## src/rtl/multicycle_sequencer.sv

```systemverilog
// Multi-cycle control FSM for the RV32I core: steps each instruction through
// FETCH/DECODE/EXEC/MEM/WB, drives memory handshakes and datapath strobes.
module multicycle_sequencer #(
  parameter int MEM_TIMEOUT = 16,
  parameter int CNT_W       = 32
) (
  input  logic             clk,
  input  logic             rst_n,
  input  logic             stall,
  input  logic             memread,
  input  logic             memwrite,
  input  logic             regwrite,
  input  logic             jal,
  input  logic             jalr,
  input  logic             branch_taken,
  input  logic             imem_ready,
  input  logic             dmem_ready,
  output logic             imem_req,
  output logic             ir_we,
  output logic             dmem_req,
  output logic             dmem_we,
  output logic             rf_we,
  output logic             pc_we,
  output logic [1:0]       pc_sel,
  output logic [2:0]       state,
  output logic [CNT_W-1:0] instret,
  output logic             err
);

  // Counter only needs to reach MEM_TIMEOUT-1; the limit check moves us to ERR.
  localparam int            TW       = (MEM_TIMEOUT < 2) ? 1 : $clog2(MEM_TIMEOUT);
  localparam bit            TMO_EN   = (MEM_TIMEOUT != 0);
  localparam logic [TW-1:0] TMO_LAST = TMO_EN ? TW'(MEM_TIMEOUT - 1) : '0;

  typedef enum logic [2:0] {
    S_FETCH  = 3'd0,
    S_DECODE = 3'd1,
    S_EXEC   = 3'd2,
    S_MEM    = 3'd3,
    S_WB     = 3'd4,
    S_ERR    = 3'd7
  } state_e;

  state_e            state_q, state_d;
  logic [TW-1:0]     tmo_q, tmo_d;
  logic [CNT_W-1:0]  instret_q, instret_d;
  logic              err_q, err_d;
  logic              retire;
  logic              tmo_hit;

  assign tmo_hit = TMO_EN && (tmo_q == TMO_LAST);

  always_ff @(posedge clk or negedge rst_n) begin
    if (!rst_n) begin
      state_q   <= S_FETCH;
      tmo_q     <= '0;
      instret_q <= '0;
      err_q     <= 1'b0;
    end else begin
      state_q   <= state_d;
      tmo_q     <= tmo_d;
      instret_q <= instret_d;
      err_q     <= err_d;
    end
  end

  // The timeout counter defaults to zero, so it clears on every state change
  // and only advances while a request is outstanding without a ready.
  always_comb begin
    state_d  = state_q;
    tmo_d    = '0;
    retire   = 1'b0;
    imem_req = 1'b0;
    ir_we    = 1'b0;
    dmem_req = 1'b0;
    dmem_we  = 1'b0;
    rf_we    = 1'b0;
    pc_we    = 1'b0;
    case (state_q)
      S_FETCH: begin
        imem_req = !stall;
        if (!stall) begin
          if (imem_ready) begin
            ir_we   = 1'b1;
            state_d = S_DECODE;
          end else if (tmo_hit) begin
            state_d = S_ERR;
          end else if (TMO_EN) begin
            tmo_d = tmo_q + TW'(1);
          end
        end
      end
      S_DECODE: state_d = S_EXEC;
      S_EXEC: begin
        if (memread || memwrite) begin
          state_d = S_MEM;
        end else if (regwrite || jal || jalr) begin
          state_d = S_WB;
        end else begin
          pc_we   = 1'b1;
          retire  = 1'b1;
          state_d = S_FETCH;
        end
      end
      S_MEM: begin
        dmem_req = 1'b1;
        dmem_we  = memwrite && !memread;
        if (dmem_ready) begin
          if (memread) begin
            state_d = S_WB;
          end else begin
            pc_we   = 1'b1;
            retire  = 1'b1;
            state_d = S_FETCH;
          end
        end else if (tmo_hit) begin
          state_d = S_ERR;
        end else if (TMO_EN) begin
          tmo_d = tmo_q + TW'(1);
        end
      end
      S_WB: begin
        rf_we   = 1'b1;
        pc_we   = 1'b1;
        retire  = 1'b1;
        state_d = S_FETCH;
      end
      S_ERR: state_d = S_ERR;
      default: state_d = S_FETCH;
    endcase
  end

  always_comb begin
    instret_d = retire ? instret_q + CNT_W'(1) : instret_q;
    err_d     = (state_d == S_ERR);
    if (jalr) begin
      pc_sel = 2'b10;
    end else if (jal || branch_taken) begin
      pc_sel = 2'b01;
    end else begin
      pc_sel = 2'b00;
    end
  end

  assign state   = state_q;
  assign instret = instret_q;
  assign err     = err_q;

endmodule
```

## config.mk

```make
export PLATFORM = sky130hd
export DESIGN_NAME = multicycle_sequencer
export DESIGN_NICKNAME = d
export VERILOG_FILES = /design/src/rtl/multicycle_sequencer.sv
export SDC_FILE = /design/constraint.sdc
export NUM_CORES = 1
export LEC_CHECK = 0
export BUFFER_PORTS_ARGS = -buffer_cell sky130_fd_sc_hd__buf_2
export CORE_ASPECT_RATIO = 0.6
export CORE_MARGIN = 8
export CORE_UTILIZATION = 55
export DETAILED_ROUTE_END_ITERATION = 10
export PLACE_DENSITY = 0.92
export SETUP_SLACK_MARGIN = 0.05
export SLEW_MARGIN = 20
export SYNTH_ARGS = -nofsm -noshare
export SYNTH_HDL_FRONTEND = slang
export SYNTH_SLANG_ARGS = --single-unit
```

## constraint.sdc

```tcl
create_clock -name clk -period 4.15 [get_ports clk]
set_input_delay 0.6225 -clock clk [delete_from_list [all_inputs] [get_ports clk]]
set_output_delay 0.6225 -clock clk [all_outputs]
set_load 0.01 [all_outputs]
```

* Yosys cells after proc, flatten, opt, wreduce, memory -nomap -nowiden *
Index checks and enable logic that the tools add are counted.

word-level totals
  output and inout port bits = 44
  bits in registers = 40
  input port bits = 11

cells by class
  add/subtract/negate cells = 2
  mux-type cells = 27
  reductions and logical operators = 8
  equal/unequal tests = 7

operators with widths
  operator                 count
  $add A32 B1 Y32 const B  1
  $mux W3                  7
  $mux W4                  4
  $pmux W3 S5              1
  $mux W1                  12
  $eq A3 B3 Y1 const B     3
  $pmux W4 S2              1
  $eq A3 B2 Y1 const B     2
  $add A4 B1 Y4 const B    1
  $eq A4 B4 Y1 const B     1
  $logic_or A1 B1 Y1       4
  $eq A3 B1 Y1 const B     1
  $logic_not A3 Y1         1
  $pmux W1 S3              1
  $logic_not A1 Y1         2
  $mux W2                  1
  $logic_and A1 B1 Y1      1

* Depth between registers and ports, before layout *
  depth after elaboration = 6
  mapped depth = 7
  gate-level depth less buffers = 6

* Worst setup path before layout *
No wires, ideal clock.

  kind = input to output
  start = input port memread
  end = output port pc_we
  required time = 3.527 ns
  stages on the path = 3
  buffers on the path = 0
  arrival time = 1.702 ns
  setup slack = 1.825 ns
  path through = or3b_1 or4_4 nand2_1

on the way
  word-level cells in the longest chain between the ends = 3

RTL lines
  what                                                  line     text
  from (decl)                                           10       input logic memread,
  $mux W1 / $logic_or A1 B1 Y1 (equally long branches)  109, 95
  $mux W1, on equally long branches                     108, 95
  $pmux W1 S3 (*)                                       79       case (state_q)
  to (decl)                                             23       output logic pc_we,

Mark *: on every way between the ends. The rest lies on a longest branch, timed or not.

* Final worst setup path *
  start = register state_q[2] (netlist: state[2])
  end = output port pc_we

on the way
  word-level cells in the longest chain between the ends = 2

RTL lines
  what                                                 line  text
  from (decl)                                          44    state_e state_q, state_d;
  from (signal assigned)                               60    state_q <= state_d;
  $eq A3 B3 Y1 / $eq A3 B2 Y1 (equally long branches)  79
  $pmux W1 S3 (*)                                      79

Marked as above.

==> metrics.txt <==
# TYPE chip_impl_metric gauge
chip_impl_metric{name="post_synth_instance_area",unit="mm²"} 0.00194
chip_impl_metric{name="p_leak",unit="nW"} 1.24
chip_impl_metric{name="cts_max_level",unit=""} 2
chip_impl_metric{name="drc",unit=""} 0
chip_impl_metric{name="cts.reportedPaths.clkPinSlew",unit="ns"} 0.07
chip_impl_metric{name="relSlewSlack",unit="%"} 43.4
chip_impl_metric{name="synth_fa_ha_area_share",unit="%"} 1.29
chip_impl_metric{name="wire_length_of_the_first_global_routing_pass",unit="µm"} 7170
chip_impl_metric{name="route.final.wire_length",unit="µm"} 4380
chip_impl_metric{name="sum_of_internal_switching_and_leakage_power",unit="W"} 0.000983
chip_impl_metric{name="p_comb_share",unit="%"} 22.2
chip_impl_metric{name="crit_arrival",unit="ns"} 2.19
chip_impl_metric{name="clock_sink_count",unit=""} 40
chip_impl_metric{name="cp_slowest_stage_delay",unit="ns"} 0.54
chip_impl_metric{name="achievable-frequency",unit="MHz"} 356
chip_impl_metric{name="num_vias",unit=""} 1561
chip_impl_metric{name="gp_routability_congestion",unit=""} 0.827
chip_impl_metric{name="p_sw",unit="W"} 0.000309
chip_impl_metric{name="drv_slew",unit=""} 0
chip_impl_info{name="unrepaired_setup_endpoints_after_global_routing",value="no"} 1
chip_impl_metric{name="port_buffers",unit=""} 54
chip_impl_metric{name="multi_input_area",unit="µm²"} 883
chip_impl_info{name="main_combinational_cell_family_by_area_after_synthesis",value="simple AND/OR/NAND/NOR gates"} 1
chip_impl_metric{name="power-per-cell-area",unit="mW/mm²"} 424
chip_impl_metric{name="wire_per_inst",unit="µm"} 15.8
chip_impl_metric{name="drtIter0Drc",unit=""} 75
chip_impl_metric{name="synth_cell_type_count",unit=""} 38
chip_impl_metric{name="globalRouteMet3Util",unit="%"} 8.15
chip_impl_info{name="grt.busiest_layer",value="met2"} 1
chip_impl_metric{name="total_area_of_sequential_cells",unit="mm²"} 0.00100
chip_impl_metric{name="dp_hpwl",unit="µm"} 3250
chip_impl_metric{name="grt_max_degree",unit=""} 41
chip_impl_metric{name="finalClockSkew",unit="ns"} 0.00410
chip_impl_metric{name="synth_edf_count",unit=""} 0
chip_impl_metric{name="cts.path.max_buffers",unit=""} 2
chip_impl_info{name="crit_type",value="reg2out"} 1
chip_impl_metric{name="nNetsFinal",unit=""} 245
chip_impl_metric{name="first_pass_iters",unit=""} 4
chip_impl_metric{name="yosys.area_share.xor_xnor",unit="%"} 14.9
chip_impl_metric{name="first_global_vias",unit=""} 1490
chip_impl_metric{name="synthToLayoutAreaGrowth",unit="%"} 19.5
chip_impl_metric{name="power_switching_share",unit="%"} 31.4
chip_impl_metric{name="clock_period_minus_final_worst_setup_slack",unit="ns"} 2.81
chip_impl_metric{name="min_period_over_period",unit="%"} 67.7
chip_impl_info{name="yosys-top-cells-area",value="dfrtp_1 52%, xnor2_1 11%, xor2_1 4.1%"} 1
chip_impl_metric{name="worst_ep_required_time",unit="ns"} 3.53
chip_impl_metric{name="drv_cap",unit=""} 0
chip_impl_metric{name="mux_contribution_to_synthesized_area",unit="%"} 1.16
chip_impl_metric{name="grt-ovfl-total",unit=""} 0
chip_impl_metric{name="hold-worst-slack",unit="ns"} 0.435
chip_impl_info{name="outcome",value="finished, final reports clean"} 1
chip_impl_metric{name="cts_bufs_inserted",unit=""} 5
chip_impl_metric{name="post_synthesis_share_of_cell_area_spent_on_and_or_nand_and_nor_gates",unit="%"} 23.0
chip_impl_metric{name="worstMarginPinSlew",unit="ns"} 0.849
chip_impl_metric{name="pwr-share-clk",unit="%"} 27.9
chip_impl_metric{name="postRouteAntennaNets",unit=""} 0
chip_impl_metric{name="post_cts_resize_count",unit=""} 0
chip_impl_metric{name="layout.filler_cells",unit=""} 264
chip_impl_metric{name="ios",unit=""} 55
chip_impl_metric{name="synthCells",unit=""} 179
chip_impl_metric{name="die_w",unit="µm"} 92.7
chip_impl_info{name="timing.rr.start",value="state[2]$_DFF_PN0_"} 1
chip_impl_metric{name="via_per_inst",unit=""} 5.64
chip_impl_metric{name="async_flop_share",unit="%"} 100
chip_impl_metric{name="p_int",unit="W"} 0.000674
chip_impl_metric{name="p_seq_share",unit="%"} 49.8
chip_impl_info{name="layout_commonest_cell",value="buf_2"} 1
chip_impl_metric{name="tns",unit="ns"} 0
chip_impl_metric{name="vdd.ir_drop.worst",unit="µV"} 250
chip_impl_info{name="rr_endpoint",value="instret[30]$_DFFE_PN0P_"} 1
chip_impl_metric{name="overall_fraction_of_global_route_tracks_in_use",unit="%"} 16.2
chip_impl_metric{name="syn-num-nets",unit=""} 192
chip_impl_metric{name="yosysWarningCount",unit=""} 0
chip_impl_metric{name="antenna_found_initial",unit=""} 0
chip_impl_info{name="worst_setup_path_end_kind",value="primary output"} 1
chip_impl_metric{name="core_region_area",unit="mm²"} 0.00332
chip_impl_metric{name="synth.ff_latch_count",unit=""} 40
chip_impl_metric{name="gr-usage-met1",unit="%"} 20.5
chip_impl_metric{name="die_h",unit="µm"} 62.0
chip_impl_info{name="final_cell_mix",value="54 x buf_2, 40 x dfrtp_1, 24 x xnor2_1"} 1
chip_impl_info{name="tritoncts",value="done"} 1
chip_impl_metric{name="finalHoldViolations",unit=""} 0
chip_impl_metric{name="post-synth-top-area-fraction",unit="%"} 51.6
chip_impl_metric{name="antenna_cells",unit=""} 0
chip_impl_metric{name="post_route_cells_drive_above_1_share",unit="%"} 29.3
chip_impl_metric{name="syn_area_per_cell",unit="µm²"} 10.8
chip_impl_metric{name="worst_skew_pair.late_latency",unit="ns"} 0.29
chip_impl_metric{name="post_cts_hold_buffer_count",unit=""} 0
chip_impl_metric{name="post_cts.repair.setup_buffers",unit=""} 0
chip_impl_metric{name="worst-r2r-cell-count",unit=""} 5
chip_impl_metric{name="global_route.usage.met2",unit="%"} 24.1
chip_impl_info{name="slowest_stage",value="dfrtp_1"} 1
chip_impl_metric{name="crit_path_max_fanout",unit=""} 15
chip_impl_info{name="synth_area_leader_cell",value="dfrtp_1"} 1
chip_impl_metric{name="starting_density_of_the_core",unit="%"} 58.4
chip_impl_metric{name="placementRows",unit=""} 16
chip_impl_info{name="startpoint_type_of_the_worst_setup_path",value="flop"} 1
chip_impl_info{name="ys_dominant_reg_cell",value="dfrtp_1"} 1
chip_impl_metric{name="fp.dieArea",unit="mm²"} 0.00574
chip_impl_info{name="ctsRootBufferMaster",value="clkbuf_8"} 1
chip_impl_metric{name="setup_viol",unit=""} 0
chip_impl_metric{name="synth-compound-area-share",unit="%"} 5.16
chip_impl_metric{name="r2r_setup_slack",unit="ns"} 1.75
chip_impl_info{name="critical_path.cell_chain",value="or3b_1 > or4_4 > nand2_1 > buf_2"} 1
chip_impl_info{name="min_path_type",value="in2async"} 1
chip_impl_metric{name="portion_of_the_post_synthesis_area_used_by_sequential_elements",unit="%"} 51.6
## routing by layer
metal	part of all wire [%]	vias up	wire length [µm]
met1	45	751	1960
met5	0	-	0
li1	-	743	-
met3	11	6	487
met4	0.89	0	39
met2	43	61	1890
## cells in the mapped netlist, drive strengths merged (4+ instances only)
cell,n
xor2,9
clkbuf,4
nand4,9
xnor2,24
nand3,14
buf,4
o21ai,4
nor4,4
and3,12
and2,5
nor2,8
nand2,10
dfrtp,40
nor3,4
## power by group through the flow
stage | clock network (W) | registers [W] | logic (W)
floorplan | 0 | 0.000488 | 0.000135
global placement | 0 | 0.000494 | 0.000216
detailed placement | 0 | 0.000496 | 0.000220
CTS | 0.000281 | 0.000489 | 0.000221
global route | 0.000301 | 0.000499 | 0.000243
finish | 0.000275 | 0.000490 | 0.000219
## layout make-up
cell class              count  area share [%]
clock buffers               7            4.16
inverters                   3           0.486
multi-input cells         128            38.1
flip-flops and latches     40            43.2
well taps                  45            2.43
repair buffers             54            11.7
## worst max-delay path: cells and delay by family, from the launching register on
kind          cells  cell delay [ns]
simple gates      3             1.18
buf+inv           1             0.17
flops             1             0.54
## logic make-up (layout without fill, tap and decap cells)
family | count (synthesis) | in the layout
DFF | 40 | 40
AOI/OAI and AO/OA | 13 | 13
buffers and inverters | 11 | 64
adders and majority gates | 2 | 2
xor gates and xnor gates | 33 | 33
muxes | 2 | 2
and+or+nand+nor | 78 | 78
## sequential cells by signal, summed over array words and instances, names as in the netlist
register  count
err           1
state         3
tmo_q         4
instret      32
## through the flow
step / utilization (%) / area, µm² / std cells / setup WS, ns
final: 69.8 / 2320 / 277 / 1.34
after global routing: 69.8 / 2320 / 277 / 1.25
after CTS: 69.8 / 2320 / 277 / 1.34
after detailed placement: 66.9 / 2220 / 270 / 1.52
after global placement: 66.9 / 2220 / 270 / 1.55
after floorplan: - / 1940 / 179 / 1.83
## worst max-delay path by stage
stage	start	endpoint	slack [ns]
floorplan	memread	pc_we	1.83
global placement	memread	pc_we	1.55
detailed placement	memread	pc_we	1.52
CTS	state[2]$_DFF_PN0_	pc_we	1.34
global route	state[2]$_DFF_PN0_	pc_we	1.25
finish	state[2]$_DFF_PN0_	pc_we	1.34
(Power assumes the default switching activity.)
